==> config.mk <==
export PLATFORM = sky130hd
export DESIGN_NAME = mp_regfile
export DESIGN_NICKNAME = d
export VERILOG_FILES = /design/src/rtl/mp_regfile.sv
export SDC_FILE = /design/constraint.sdc
export NUM_CORES = 2
export LEC_CHECK = 0
export CORE_ASPECT_RATIO = 0.5
export CORE_UTILIZATION = 30
export DETAILED_ROUTE_END_ITERATION = 6
export PLACE_DENSITY = 0.47
export SLEW_MARGIN = 20
export SYNTH_ARGS = -nofsm -noshare
export SYNTH_HDL_FRONTEND = slang
export SYNTH_SLANG_ARGS = --single-unit
==> constraint.sdc <==
create_clock -name clk -period 114.7 [get_ports clk]
set_clock_uncertainty 0.2 [all_clocks]
set_input_delay 22.94 -clock clk [delete_from_list [all_inputs] [get_ports clk]]
set_output_delay 22.94 -clock clk [all_outputs]
set_load 0.005 [all_outputs]
==> src/rtl/mp_regfile.sv <==
// ---------------------------------------------------------------------------
// mp_regfile -- multi-lane architectural register file with issue scoreboard
//
// Each of LANES issue lanes has two combinational read ports, one write port
// and one allocate port. The scoreboard keeps one pending bit per register:
// an allocate sets it and a write clears it. If both happen on the same edge,
// the allocate wins. Register 0 is hard-wired to zero and is never pending.
//
// Optional feature: define MP_REGFILE_BYPASS_EN to forward same-cycle write
// data to the read ports and to forward the pending-bit clear to rsN_busy.
// Without the macro, reads and busy reflect only pre-edge state.
//
// Ports
//   clk       in   clock; all state updates on the rising edge
//   rst       in   asynchronous active-high reset (array and scoreboard to 0)
//   rs1, rs2  in   LANES x AW    source indices per lane
//   rd1, rd2  out  LANES x XLEN  source read data per lane
//   we        in   LANES         write enable per lane
//   wa        in   LANES x AW    write index per lane
//   wd        in   LANES x XLEN  write data per lane
//   alloc_en  in   LANES         mark destination pending per lane
//   alloc_rd  in   LANES x AW    destination index to mark pending
//   rs1_busy, rs2_busy  out  LANES  source operand pending
//   busy_vec  out  NREG          full scoreboard state
// ---------------------------------------------------------------------------
module mp_regfile #(
    parameter int XLEN  = 32,
    parameter int NREG  = 32,
    parameter int LANES = 2,
    localparam int AW   = $clog2(NREG)
) (
    input  logic                             clk,
    input  logic                             rst,
    input  logic [LANES-1:0][AW-1:0]         rs1,
    input  logic [LANES-1:0][AW-1:0]         rs2,
    output logic [LANES-1:0][XLEN-1:0]       rd1,
    output logic [LANES-1:0][XLEN-1:0]       rd2,
    input  logic [LANES-1:0]                 we,
    input  logic [LANES-1:0][AW-1:0]         wa,
    input  logic [LANES-1:0][XLEN-1:0]       wd,
    input  logic [LANES-1:0]                 alloc_en,
    input  logic [LANES-1:0][AW-1:0]         alloc_rd,
    output logic [LANES-1:0]                 rs1_busy,
    output logic [LANES-1:0]                 rs2_busy,
    output logic [NREG-1:0]                  busy_vec
);

    logic [XLEN-1:0] regs_r     [NREG];
    logic [XLEN-1:0] regs_nxt_s [NREG];
    logic [NREG-1:0] busy_r;
    logic [NREG-1:0] busy_nxt_s;
    logic [NREG-1:0] wr_tgt_s;     // registers targeted by any enabled write
    logic [NREG-1:0] alloc_tgt_s;  // registers targeted by any allocate

    // Read value for one index; x0 always reads zero.
    function automatic logic [XLEN-1:0] rd_val(input logic [AW-1:0] idx);
        logic [XLEN-1:0] v;
        v = regs_r[idx];
`ifdef MP_REGFILE_BYPASS_EN
        // Ascending lane scan: the highest matching lane is applied last.
        for (int i = 0; i < LANES; i++) begin
            v = (we[i] && (wa[i] == idx)) ? wd[i] : v;
        end
`endif
        return (idx == {AW{1'b0}}) ? {XLEN{1'b0}} : v;
    endfunction

    // Pending bit for one index; busy_r[0] is held at zero.
    function automatic logic busy_val(input logic [AW-1:0] idx);
        logic b;
        b = busy_r[idx];
`ifdef MP_REGFILE_BYPASS_EN
        // A same-cycle write clears the operand unless an allocate re-marks it.
        b = wr_tgt_s[idx] ? alloc_tgt_s[idx] : b;
`endif
        return b;
    endfunction

    // Decode per-register write and allocate targets across all lanes.
    always_comb begin
        wr_tgt_s    = {NREG{1'b0}};
        alloc_tgt_s = {NREG{1'b0}};
        for (int i = 0; i < LANES; i++) begin
            wr_tgt_s[wa[i]]          = wr_tgt_s[wa[i]] | we[i];
            alloc_tgt_s[alloc_rd[i]] = alloc_tgt_s[alloc_rd[i]] | alloc_en[i];
        end
        wr_tgt_s[0]    = 1'b0;
        alloc_tgt_s[0] = 1'b0;
    end

    // Next array state: lanes applied in ascending order so the highest lane wins a collision.
    always_comb begin
        for (int r = 0; r < NREG; r++) begin
            regs_nxt_s[r] = regs_r[r];
            for (int i = 0; i < LANES; i++) begin
                regs_nxt_s[r] = (we[i] && (wa[i] == AW'(r))) ? wd[i] : regs_nxt_s[r];
            end
        end
        regs_nxt_s[0] = {XLEN{1'b0}};
    end

    // Next scoreboard state: clear on write, then set on allocate (allocate wins).
    always_comb begin
        busy_nxt_s    = (busy_r & ~wr_tgt_s) | alloc_tgt_s;
        busy_nxt_s[0] = 1'b0;
    end

    // Register array and scoreboard state.
    always_ff @(posedge clk or posedge rst) begin
        if (rst) begin
            for (int r = 0; r < NREG; r++) begin
                regs_r[r] <= {XLEN{1'b0}};
            end
            busy_r <= {NREG{1'b0}};
        end else begin
            for (int r = 0; r < NREG; r++) begin
                regs_r[r] <= regs_nxt_s[r];
            end
            busy_r <= busy_nxt_s;
        end
    end

    // Combinational read ports, forced to zero while reset is asserted.
    always_comb begin
        for (int i = 0; i < LANES; i++) begin
            rd1[i]      = rst ? {XLEN{1'b0}} : rd_val(rs1[i]);
            rd2[i]      = rst ? {XLEN{1'b0}} : rd_val(rs2[i]);
            rs1_busy[i] = rst ? 1'b0 : busy_val(rs1[i]);
            rs2_busy[i] = rst ? 1'b0 : busy_val(rs2[i]);
        end
    end

    assign busy_vec = rst ? {NREG{1'b0}} : busy_r;

endmodule

==> qor.yml <==
hold_class: "reg -> reg"
cp.required_ps: 91560
fp.dieW_um: 737
comb_power_share_pct: 32.9
crit_slowest_cell: "buf_4"
clkPwrFrac_pct: 27.5
num_rows: 134
antenna_found_initial: 28
p_per_area_mw_per_mm2: 16.0
vdd_drop_max_uv: 14.1
grt_pass1_wl_um: 558000
hold_buffers: 0
leakage_nw: 36.6
finalWorstSetupSlack_ps: 64160
ctsRootBufferMaster: "clkbuf_16"
synth_warnings: 0
first_pass_iters: 5
cts_buffers: 116
hold_start: "regs_r[742]$_DFFE_PP0P_"
first_global_vias: 65400
worstPathArrival_ps: 27400
hpwlAfterDp_um: 234000
p_sw_mw: 0.509
placed_cells: 10400
worst_r2r_startpoint: "busy_r[17]$_DFF_PP0_"
period_needed_ps: 50540
p_int_mw: 0.947
tightest_slew_ps: 1230
routedWlPerCell_um: 38.0
post_cts_buffers: 0
syn_avg_cell_area_sq_um: 11.3
boundaryPins: 274
dieHeight_um: 370
synth-seq-cells: 1023
clk_pin_slew_ps: 70
setup-tns-final_ps: 0
seq_power_share_pct: 39.6
rsz0062_at_grt: "no"
ctsLongestPathBuffers: 3
yosysTopAreaCell: "dfrtp_1"
mostFrequentLayoutCells: "1023 x dfrtp_1, 990 x mux2i_1, 924 x mux4_2"
finalNetCount: 7037
whs_ps: 343
startpoint_type: "input pin"
final_common_cell: "dfrtp_1"
yosysSeqAreaShare_pct: 31.6
cp-end-kind: "output pin"
max_freq_ghz: 0.0198
synth_area_sq_mm: 0.0811
fp.coreArea_sq_mm: 0.268
start_util_pct: 30.3
vias: 69000
syn2layout_area_growth_pct: 12.2
h-tree-depth: 3
drt_iter0_markers: 9802
grt_use_total_pct: 28.9
cts_resized: 0
fillers: 26600
portBuffers: 272
slew_violations: 0
synth.area.top_cells: "dfrtp_1 32%, mux4_2 26%, mux2i_1 12%, mux2_2 3.2%, a21oi_1 3.2%"
slew_headroom_pct: 18.3
maxCapViolations: 0
ant_nets: 0
insertion_delay_ps: 780
max_stage_delay_ps: 690
place_congestion: 0.863
crit_chain: "buf_8 -> buf_4 -> buf_4 -> buf_4 -> mux4_2 -> mux2i_1 -> a2111o_1 -> o221ai_1 -> clkdlybuf4s50_1"
crit_top_cell: "buf_4"
grt_max_degree: 132
crit_type: "in -> out"
synth_edf_count: 0
startpoint: "rs2[0]"
drive_above_1_share_pct: 24.6
hold_violations: 0
place_ws_ps: 64020
min_period_over_period_pct: 44.1
cts.sinks: 1023
fin_cells: 10600
cts_tree: "yes"
remaining_drc_errors: 0
yosys.area.top_type_share_pct: 31.6
status: "finished clean"
synth_nets: 7293
syn_inst: 7183
async_flop_share_pct: 100
die_area_sq_mm: 0.272
drt-total-wl_um: 404000
vias_per_cell: 6.49
critPathMaxFanout: 63
synth_ff_type: "dfrtp_1"
ys_types: 88
switching_share_pct: 35.0
grt-ovfl-total: 0
setup-violations-final: 0
Yosys cell counts (all sizes together) (3+ instances only):
cell type,instances
o221ai,64
o211ai,6
clkbuf,574
or2,7
a221oi,11
a21o,259
and3,4
nand3b,10
xnor2,9
o22ai,73
nor2b,43
nand3,29
nor2,568
mux2,231
o22a,60
nor3b,8
o21ai,374
and2,4
o21a,4
a2111o,5
or3,5
a221o,74
o41ai,8
a211oi,4
mux2i,990
nand2,333
buf,331
dfrtp,1023
nand4,5
inv,70
a31oi,7
nand4b,9
and4bb,3
a21oi,513
nand2b,18
nor4,12
a22o,258
nor3,31
a22oi,186
mux4,924
o31ai,10
area by class of cell:
type                            count  area, sq um  share of cell area, %
Multi-Input combinational cell   5183        51900                   57.1
Sequential cell                  1023        25600                   28.1
Timing Repair Buffer              531         4780                   5.26
Tap cell                         3604         4510                   4.96
Clock buffer                      165         3350                   3.68
Clock inverter                     39          500                  0.550
Inverter                           72          278                  0.305
Antenna cell                       19         47.5                 0.0523
routing by layer:
metal  wire (um)  track usage (%)  vias up
met3       41800             6.88      922
met2      176000             43.0     4381
met1      163000             39.3    36200
met4       23300             14.6        6
li1            -                -    27500
met5          41                0        -
power groups by stage:
stage,clock [mW],sequential [mW],combinational (mW)
6_report,0.400,0.577,0.479
5_1_grt,0.416,0.590,0.508
4_1_cts,0.403,0.570,0.476
3_5_place_dp,0,0.576,0.475
3_3_place_gp,0,0.574,0.470
2_1_floorplan,0,0.532,0.357
cells by family after synthesis:
logic type	after synthesis	share of synthesized area, %
AOI/OAI and AO/OA	1927	16.1
xor gates and xnor gates	10	0.140
buffers and inverters	977	5.19
DFF	1023	31.6
muxes	2145	41.1
other	1	0.00462
and+or+nand+nor	1100	5.92
sequential cells by signal, indices dropped and copies added, names as in the netlist:
signal  flops
regs_r    992
busy_r     31
final timing paths:
kind | endpoint | slack (ps) | depth (start not counted)
worst max-delay path | rd2[21] | 64160 | 9
min in group asynchronous | busy_r[7]$_DFF_PP0_ | 22410 | 3
worst min register to register | regs_r[742]$_DFFE_PP0P_ | 340 | 1
max in group asynchronous | regs_r[466]$_DFFE_PP0P_ | 87990 | 7
worst min-delay path | regs_r[742]$_DFFE_PP0P_ | 340 | 1
worst max register to register | busy_r[17]$_DFF_PP0_ | 113320 | 3
worst max-delay path, delay by kind of cell:
kind                   cells  cell delay, ps
AO/OA/AOI/OAI              2             460
buffers and inverters      5            3070
multiplexers               2             750
through the flow:
| step | instance area, sq um | utilization [%] | power (mW) |
|---|---|---|---|
| after floorplan | 81100 | - | 0.889 |
| after global placement | 87000 | 32.5 | 1.04 |
| after detailed placement | 87000 | 32.5 | 1.05 |
| after CTS | 90900 | 33.9 | 1.45 |
| after global routing | 90900 | 34.0 | 1.51 |
| final | 91000 | 34.0 | 1.46 |
Power figures use the tool's default switching activity.
